File: src/rtl/vgc_irq_ctrl_pkg.sv
// vgc_irq_pkg: shared constants for the VGC interrupt controller.
// Holds the $C0xx register address map, the bit positions used in the
// software-visible registers, the internal event-source indices and the
// register-select decode. Optional build macro used by the design that
// imports this package: QTR_VBL_SYNC_EN.
package vgc_irq_pkg;

    // Low byte of each $C0xx register handled by this block
    localparam logic [7:0] ADDR_VGCINT   = 8'h23;
    localparam logic [7:0] ADDR_SCANINT  = 8'h32;
    localparam logic [7:0] ADDR_INTEN    = 8'h41;
    localparam logic [7:0] ADDR_DIAGTYPE = 8'h46;
    localparam logic [7:0] ADDR_CLRVBL   = 8'h47;

    // $C023 bit positions
    localparam int BIT_VGC_PEND = 7;
    localparam int BIT_ST_1S    = 6;
    localparam int BIT_ST_SCAN  = 5;
    localparam int BIT_EN_1S    = 2;
    localparam int BIT_EN_SCAN  = 1;

    // $C041 bit positions (mouse enables occupy [2:0])
    localparam int BIT_EN_QTR   = 4;
    localparam int BIT_EN_VBL   = 3;
    localparam int MOUSE_EN_W   = 3;

    // $C046 bit positions
    localparam int BIT_ST_QTR   = 4;
    localparam int BIT_ST_VBL   = 3;

    // Index of each interrupt source in the internal enable/status vectors
    localparam int SRC_1S   = 0;
    localparam int SRC_SCAN = 1;
    localparam int SRC_QTR  = 2;
    localparam int SRC_VBL  = 3;
    localparam int NUM_SRC  = 4;

    // Which register an address selects
    typedef enum logic [2:0] {
        REG_NONE,
        REG_VGCINT,
        REG_SCANINT,
        REG_INTEN,
        REG_DIAGTYPE,
        REG_CLRVBL
    } reg_sel_e;

    // Map the low address byte onto a register select
    function automatic reg_sel_e decodeReg(input logic [7:0] addrLow);
        reg_sel_e sel;
        case (addrLow)
            ADDR_VGCINT:   sel = REG_VGCINT;
            ADDR_SCANINT:  sel = REG_SCANINT;
            ADDR_INTEN:    sel = REG_INTEN;
            ADDR_DIAGTYPE: sel = REG_DIAGTYPE;
            ADDR_CLRVBL:   sel = REG_CLRVBL;
            default:       sel = REG_NONE;
        endcase
        return sel;
    endfunction

endpackage

File: src/rtl/vgc_irq_ctrl_latch.sv
// irq_latch: one sticky interrupt status bit.
// The bit sets when its event pulses while enabled and clears on a
// software clear; a set and a clear in the same cycle leave the bit set.
// req is the status qualified by the current enable.
module irq_latch (
    input  logic CLK_14M,
    input  logic reset,
    input  logic set_ev,
    input  logic en,
    input  logic clr,
    output logic st,
    output logic req
);

    logic st_q;

    // Sticky status bit: an enabled event takes priority over a clear
    always_ff @(posedge CLK_14M or posedge reset) begin
        if (reset) begin
            st_q <= 1'b0;
        end else if (set_ev && en) begin
            st_q <= 1'b1;
        end else if (clr) begin
            st_q <= 1'b0;
        end
    end

    assign st  = st_q;
    assign req = st_q & en;

endmodule

File: src/rtl/vgc_irq_ctrl.sv
// vgc_irq_ctrl: IIgs VGC interrupt aggregation.
// Latches the PRTC one-second and quarter-second pulses and the video
// scanline and VBL pulses into status bits, exposes the $C023, $C032,
// $C041, $C046 and $C047 registers, and drives a registered level irq.
// Build macro QTR_VBL_SYNC_EN: when defined, a quarter-second pulse is held
// pending and only lands in the status bit at the next vbl_start.
module vgc_irq_ctrl
    import vgc_irq_pkg::*;
#(
    parameter int ADDR_W = 8
) (
    input  logic              CLK_14M,
    input  logic              reset,
    input  logic              cen,
    input  logic [ADDR_W-1:0] addr,
    input  logic              rw,
    input  logic              strobe,
    input  logic [7:0]        din,
    output logic [7:0]        dout,
    input  logic              onesecond_irq,
    input  logic              qtrsecond_irq,
    input  logic              scanline_irq,
    input  logic              vbl_start,
    output logic              irq
);

    logic [7:0]            addrLow;
    reg_sel_e              regSel;
    logic                  wrEn;

    logic [NUM_SRC-1:0]    en_q;
    logic [NUM_SRC-1:0]    en_d;
    logic [MOUSE_EN_W-1:0] mouseEn_q;
    logic [MOUSE_EN_W-1:0] mouseEn_d;
    logic [7:0]            dout_q;
    logic [7:0]            dout_d;
    logic                  irq_q;
    logic                  irq_d;

    logic [NUM_SRC-1:0]    setEv;
    logic [NUM_SRC-1:0]    clrEv;
    logic [NUM_SRC-1:0]    stVec;
    logic [NUM_SRC-1:0]    reqVec;
    logic [7:0]            rdData;

    // din[7] carries no meaning in any register written here
    logic                  unusedDin;
    assign unusedDin = din[7];

    assign addrLow = 8'(addr);
    assign regSel  = decodeReg(addrLow);
    assign wrEn    = strobe && cen && !rw;

    // Enable and mouse-enable next state from $C023 / $C041 writes
    always_comb begin
        en_d      = en_q;
        mouseEn_d = mouseEn_q;
        if (wrEn && (regSel == REG_VGCINT)) begin
            en_d[SRC_1S]   = din[BIT_EN_1S];
            en_d[SRC_SCAN] = din[BIT_EN_SCAN];
        end
        if (wrEn && (regSel == REG_INTEN)) begin
            en_d[SRC_QTR] = din[BIT_EN_QTR];
            en_d[SRC_VBL] = din[BIT_EN_VBL];
            mouseEn_d     = din[MOUSE_EN_W-1:0];
        end
    end

    // Software clears: $C032 clears on written zeros, $C047 clears on any write
    always_comb begin
        clrEv           = '0;
        clrEv[SRC_1S]   = wrEn && (regSel == REG_SCANINT) && !din[BIT_ST_1S];
        clrEv[SRC_SCAN] = wrEn && (regSel == REG_SCANINT) && !din[BIT_ST_SCAN];
        clrEv[SRC_QTR]  = wrEn && (regSel == REG_CLRVBL);
        clrEv[SRC_VBL]  = wrEn && (regSel == REG_CLRVBL);
    end

`ifdef QTR_VBL_SYNC_EN
    logic qtrPend_q;
    logic qtrPend_d;

    // Quarter-second pending flag: armed by an enabled pulse, consumed by VBL
    always_comb begin
        qtrPend_d = qtrPend_q;
        if (clrEv[SRC_QTR] || !en_q[SRC_QTR]) begin
            qtrPend_d = 1'b0;
        end else if (qtrsecond_irq) begin
            qtrPend_d = 1'b1;
        end else if (vbl_start) begin
            qtrPend_d = 1'b0;
        end
    end

    // Pending-flag register
    always_ff @(posedge CLK_14M or posedge reset) begin
        if (reset) begin
            qtrPend_q <= 1'b0;
        end else begin
            qtrPend_q <= qtrPend_d;
        end
    end

    // Event sources; the quarter-second status waits for VBL alignment
    always_comb begin
        setEv           = '0;
        setEv[SRC_1S]   = onesecond_irq;
        setEv[SRC_SCAN] = scanline_irq;
        setEv[SRC_QTR]  = qtrPend_q && vbl_start;
        setEv[SRC_VBL]  = vbl_start;
    end
`else
    // Event sources; the quarter-second pulse sets its status directly
    always_comb begin
        setEv           = '0;
        setEv[SRC_1S]   = onesecond_irq;
        setEv[SRC_SCAN] = scanline_irq;
        setEv[SRC_QTR]  = qtrsecond_irq;
        setEv[SRC_VBL]  = vbl_start;
    end
`endif

    // One sticky status latch per interrupt source
    for (genvar gi = 0; gi < NUM_SRC; gi++) begin : g_latch
        irq_latch u_latch (
            .CLK_14M (CLK_14M),
            .reset   (reset),
            .set_ev  (setEv[gi]),
            .en      (en_q[gi]),
            .clr     (clrEv[gi]),
            .st      (stVec[gi]),
            .req     (reqVec[gi])
        );
    end

    // Read-data mux; $C032 and $C047 are write-only and read back as zero
    always_comb begin
        rdData = 8'h00;
        case (regSel)
            REG_VGCINT: begin
                rdData[BIT_VGC_PEND] = reqVec[SRC_1S] | reqVec[SRC_SCAN];
                rdData[BIT_ST_1S]    = stVec[SRC_1S];
                rdData[BIT_ST_SCAN]  = stVec[SRC_SCAN];
                rdData[BIT_EN_1S]    = en_q[SRC_1S];
                rdData[BIT_EN_SCAN]  = en_q[SRC_SCAN];
            end
            REG_INTEN: begin
                rdData[BIT_EN_QTR]           = en_q[SRC_QTR];
                rdData[BIT_EN_VBL]           = en_q[SRC_VBL];
                rdData[MOUSE_EN_W-1:0]       = mouseEn_q;
            end
            REG_DIAGTYPE: begin
                rdData[BIT_ST_QTR] = stVec[SRC_QTR];
                rdData[BIT_ST_VBL] = stVec[SRC_VBL];
            end
            default: rdData = 8'h00;
        endcase
    end

    // dout follows any read of a known register, independent of strobe; holds otherwise
    always_comb begin
        dout_d = dout_q;
        if (rw && (regSel != REG_NONE)) begin
            dout_d = rdData;
        end
        irq_d = |reqVec;
    end

    // Enables, mouse enables, read data and the irq level
    always_ff @(posedge CLK_14M or posedge reset) begin
        if (reset) begin
            en_q      <= '0;
            mouseEn_q <= '0;
            dout_q    <= 8'h00;
            irq_q     <= 1'b0;
        end else begin
            en_q      <= en_d;
            mouseEn_q <= mouseEn_d;
            dout_q    <= dout_d;
            irq_q     <= irq_d;
        end
    end

    assign dout = dout_q;
    assign irq  = irq_q;

endmodule

File: config.mk
export PLATFORM = sky130hd
export DESIGN_NAME = vgc_irq_ctrl
export DESIGN_NICKNAME = d
export VERILOG_FILES = /design/src/rtl/vgc_irq_ctrl_pkg.sv /design/src/rtl/vgc_irq_ctrl_latch.sv /design/src/rtl/vgc_irq_ctrl.sv
export SDC_FILE = /design/constraint.sdc
export NUM_CORES = 1
export LEC_CHECK = 0
export ABC_AREA = 0
export BUFFER_PORTS_ARGS = -buffer_cell sky130_fd_sc_hd__buf_2
export CAP_MARGIN = 30
export CORE_ASPECT_RATIO = 1.4
export CORE_UTILIZATION = 44
export CTS_CLUSTER_SIZE = 8
export DETAILED_ROUTE_END_ITERATION = 7
export GPL_ROUTABILITY_DRIVEN = 0
export PLACE_DENSITY = 0.73
export SYNTH_ARGS = -nofsm -noshare
export SYNTH_HDL_FRONTEND = slang
export SYNTH_SLANG_ARGS = --single-unit
File: constraint.sdc
create_clock -name CLK_14M -period 1.2 [get_ports CLK_14M]
set_clock_uncertainty 0.15 [all_clocks]
set_input_delay 0.18 -clock CLK_14M [delete_from_list [all_inputs] [get_ports CLK_14M]]
set_output_delay 0.18 -clock CLK_14M [all_outputs]
set_load 0.01 [all_outputs]
-- Word-level counts from Yosys, hierarchy flattened
Cells that the tools add are included.
- register bits: 20
- bits in latches: 0
- bits in writable memories: 0
- memory bits (read-only): 0
- input port bits: 25
- output and inout port bits: 9
- memories: 0
- $add $sub $neg: 0
- $mul: 0
- divide/modulo/power cells: 0
- order comparisons: 0
- eq/ne operators: 10
- shifts and indexed selects: 0
- muxes and demuxes: 12
- bitwise logic cells: 5
- reduce and logical (&&, ||, !) cells: 22
- operators with widths (kind ; count):
    8-bit by 7-bit == test with 1-bit output, second input constant ; 3
    8-bit by 6-bit == test with 1-bit output, second input constant ; 2
    3-bit one-hot mux with 5 select lines ; 1
    1-bit logical AND ; 13
    1-bit 2-to-1 mux ; 8
    2-bit one-hot mux with 2 select lines ; 2
    2-bit nonzero test ; 4
    3-bit by 2-bit == test with 1-bit output, second input constant ; 2
    3-bit == test, second input constant ; 2
    1-bit AND ; 4
    4-bit OR reduction ; 1
    3-bit by 1-bit == test with 1-bit output, second input constant ; 1
    1-bit zero test ; 3
    3-bit 2-to-1 mux ; 1
    3-bit nonzero test ; 1
    1-bit OR ; 1

-- Longest topological paths before layout
- word-level depth: 7
- mapped depth: 5
- gate-level depth less buffers: 4

-- By module
Synthesis repeated with hierarchy kept, for this count alone.
- cell total of the unflattened synthesis: 99
- area, all modules: 1051.0 µm²
- modules (own cells, without submodules) (module ; instances ; cells each ; area an instance (µm²) ; sequential area each (µm²)):
    vgc_irq_ctrl ; 1 ; 75 ; 840.8 ; 400.4
    irq_latch ; 4 ; 6 ; 52.6 ; 25.0

-- Worst setup path before layout
No wires, ideal clock.
- kind: input-to-reg
- start point: input port addr[4]
- end point: register en_q[2]
- library setup time: 0.125 ns
- arrival: 1.454 ns
- data required time: 0.925 ns
- setup slack: -0.529 ns
- stages on the path: 4
- buffers on the path: 0
- cell sequence: or4b_4 -> and4bb_4 -> nand2_4 -> mux2_4
- longest elaborated chain between the ends: 4
- elaborated cells on any way between the ends: 8
- RTL lines (what ; line ; RTL):
    start, declared ; vgc_irq_ctrl.sv:15 ; input logic [ADDR_W-1:0] addr,
    8-bit by 7-bit == test with 1-bit output or 8-bit by 6-bit == test with 1-bit output (tied branches) ; vgc_irq_ctrl_pkg.sv:51 ; case (addrLow)
    3-bit one-hot mux with 5 select lines (*) ; vgc_irq_ctrl_pkg.sv:51 ;
    3-bit by 2-bit == test with 1-bit output (*) ; vgc_irq_ctrl.sv:62 ; if (wrEn && (regSel == REG_INTEN)) begin
    1-bit logical AND (*) ; vgc_irq_ctrl.sv:62 ;
    end signal, assigned ; vgc_irq_ctrl.sv:176 ; en_q <= en_d;
    end, declared ; vgc_irq_ctrl.sv:31 ; logic [NUM_SRC-1:0] en_q;
Every way passes the cells marked *; elsewhere a longest branch is shown, timed or not.
A chain may end at the register's enable or synchronous reset.

-- Final worst setup path
- start point: input port addr[4]
- end point: register en_q[3]
The elaborated chain is that of the path after synthesis.

==> run_results.csv <==
group,metric,value,unit
grt,grt_first_pass_wirelength,4510,um
yosys,syn_area,0.00102,sq mm
sta,setup_viol,17,
route,wl,2850,um
worst_hold_path,hp-start,"addr[6]",
route,drtIter0Drc,30,
yosys,yosysTopAreaCellShare,49.1,%
yosys,ys.flop_type,"dfrtp_1",
cells_and_area,fillCellCount,141,
yosys,syn_inst,84,
cells_and_area,drive_above_1_share,52.6,%
power_and_ir_drop,power_leakage,0.884,nW
floorplan,die_area,0.00252,sq mm
cells_and_area,post-route-util,76.1,%
clocking,clkLatencyLatePin,0.31,ns
cells_and_area,area_growth,62.5,%
yosys,synth_edf_count,0,
sta,timing.final.ws_setup,-0.334,ns
yosys,async_flop_share,100,%
worst_hold_path,whs_path_depth,5,
sta,rsz0062_at_grt,"yes",
cells_and_area,final_nets,180,
floorplan,die_y,59.0,um
sta,slew_viol_final,0,
grt,antenna_found_initial,0,
clocking,cts_tree,"done",
worst_setup_path,worstReg2RegStart,"en_q[0]$_DFFE_PP0P_",
yosys,syn-mean-instance-area,12.1,sq um
route,vias,960,
sta,fin_crit_sh,128,%
floorplan,die_w,42.7,um
grt,grt_pass1_vias,1033,
yosys,synth_top_area_cell,"dfrtp_1",
placed_design,port_buffers,32,
worst_setup_path,r2r_slack,-0.07,ns
grt,track_usage,24.1,%
route,firstDrtPassIters,4,
power_and_ir_drop,total_power,0.00162,W
worst_setup_path,criticalPathCategory,"in -> reg",
clocking,clock_path_buffers,2,
yosys,yosys-top-cells-count,"20 x dfrtp_1, 9 x nand2_1, 7 x mux2_2, 5 x mux2_4",
sta,period_minus_slack,1.53,ns
worst_hold_path,hold_path_end,"g_latch[0].u_latch.st$_DFFE_PP0P_",
sta,worst_pin_slew,0.424,ns
worst_setup_path,critPathArrivalTime,1.58,ns
cells_and_area,multi_input_area,554,sq um
cells_and_area,regArea,500,sq um
yosys,ys_types,30,
yosys,synthTopCellsByArea,"dfrtp_1 49%, mux2_2 7.7%, mux2_4 7.4%, a22o_1 3.4%, nand2_1 3.3%",
clocking,cts_buffers,3,
clocking,cts-root-buf,"clkbuf_4",
status,violations,"negative setup slack",
run,maxCapViolCount,0,
cells_and_area,num_antenna_cells,0,
worst_setup_path,startpoint_type,"primary input",
yosys,yosysWarnings,0,
route,antenna_left,0,
worst_setup_path,cp-end-kind,"flop",
clocking,clk_pin_slew_worst_paths,0.12,ns
route,drc,0,
sta,hold_viol_final,0,
power_and_ir_drop,max-vdd-ir-drop,751,uV
worst_setup_path,r2r-end,"dout[7]$_DFFE_PP0P_",
grt,grt_overflow,0,
floorplan,fp-row-count,20,
sta,slew-limit-headroom,71.7,%
yosys,seq_area_frac_synth,49.1,%
worst_setup_path,crit_path_max_fanout,5,
worst_hold_path,worstHoldPathType,"in -> reg",
sta,fmax,652,MHz
clocking,htreeDepth,1,
yosys,ys_ff_latch,20,
route,wl_per_cell,16.2,um
floorplan,io_pins,34,
yosys,synth_nets,109,
worst_setup_path,required,1.25,ns
worst_setup_path,reg2regPathDepth,3,
placed_design,hpwlAfterDp,1930,um
clocking,clock_sinks,20,
floorplan,initial_core_util,46.8,%
yosys,yosys.cell_count.top_type,"dfrtp_1",
route,routed_via_density,5.45,
status,status,"finished, violations left",
power_and_ir_drop,powerDensity,977,mW/mm^2
floorplan,coreArea,0.00218,sq mm
grt,grt_max_degree,21,
[per-stage QoR]
step,cell area [sq um],cells,setup TNS (ns),hold slack (ns),setup WS [ns]
floorplan,1030,84,-6.51,-0.00617,-0.528
global placement,1360,158,-9.88,0.0582,-0.625
detailed placement,1360,158,-10.33,0.0689,-0.653
CTS,1590,175,-4.26,0.140,-0.306
global route,1660,176,-4.92,0.177,-0.343
finish,1660,176,-4.42,0.147,-0.334
[kinds of logic after synthesis]
| logic type | synth area share [%] |
|---|---|
| AO/OA/AOI/OAI | 9.69 |
| XOR/XNOR | 0.859 |
| buffers and inverters | 2.33 |
| flip-flops | 49.1 |
| multiplexers | 18.0 |
| AND/OR/NAND/NOR | 20.0 |
[repair_timing]
| item | 4_1_cts | 5_1_grt |
|---|---|---|
| setup buffers | 1 | 1 |
| resized for setup | 7 | 11 |
| endpoints found under the hold margin | 31 | 0 |
| hold buffers | 12 | 0 |
| pin swaps | 3 | 3 |
| setup endpoints to repair | 17 | 24 |
[worst max path at each step]
stage | from | end | depth (start not counted)
finish | addr[4] | en_q[3]$_DFFE_PP0P_ | 5
global route | addr[4] | en_q[3]$_DFFE_PP0P_ | 5
CTS | addr[4] | en_q[3]$_DFFE_PP0P_ | 5
detailed placement | addr[4] | dout[1]$_DFFE_PP0P_ | 5
global placement | addr[4] | mouseEn_q[0]$_DFFE_PP0P_ | 5
floorplan | addr[4] | en_q[2]$_DFFE_PP0P_ | 4
[area by class of cell]
class	count	area share (%)
clock inverter	1	1.81
sequential	20	30.2
timing repair buffer	68	30.6
tap	22	1.66
multi-input combinational	58	33.5
clock buffer	3	1.36
inverter	4	0.906
[sequential cells by signal, indices dropped and copies added (netlist names)]
signal / cells
dout: 8
irq: 1
mouseEn_q: 3
g_latch.u_latch.st: 4
en_q: 4
[power breakdown]
part	leakage (nW)	switching, W	total, W	internal, W
sequential	0.268	0.0000338	0.000760	0.000726
clock	0.0279	0.000218	0.000556	0.000338
combinational	0.588	0.000135	0.000303	0.000168
total	0.884	0.000387	0.00162	0.00123
[critical path: stages]
cell and delay (ns):
buf_6 0.09, or4b_4 0.56, and4bb_4 0.35, nand2_4 0.09
mux2_4 0.31
[per-layer routing]
| metal | GRT usage (%) | vias up | part of all wire, % |
|---|---|---|---|
| met1 | 28.2 | 479 | 41 |
| met5 | 0 | - | 0 |
| li1 | - | 450 | - |
| met4 | 11.2 | 0 | 1.2 |
| met2 | 43.9 | 27 | 55 |
| met3 | 1.84 | 4 | 2.8 |
[cell usage in the layout (no fill, tap or decap), drive strengths merged]
| master | n |
|---|---|
| a21o | 1 |
| a22o | 4 |
| a22oi | 4 |
| a32oi | 1 |
| and3b | 2 |
| and4bb | 1 |
| buf | 56 |
| bufinv | 1 |
| clkbuf | 3 |
| dfrtp | 20 |
| dlygate4sd3 | 12 |
| inv | 4 |
| mux2 | 12 |
| mux2i | 3 |
| nand2 | 10 |
| nand2b | 1 |
| nand4 | 2 |
| nand4bb | 1 |
| nor2 | 1 |
| nor2b | 2 |
| nor3 | 3 |
| nor3b | 2 |
| nor4 | 2 |
| nor4bb | 1 |
| o21ai | 2 |
| or3 | 1 |
| or4b | 1 |
| xor2 | 1 |
(Power assumes the default switching activity.)
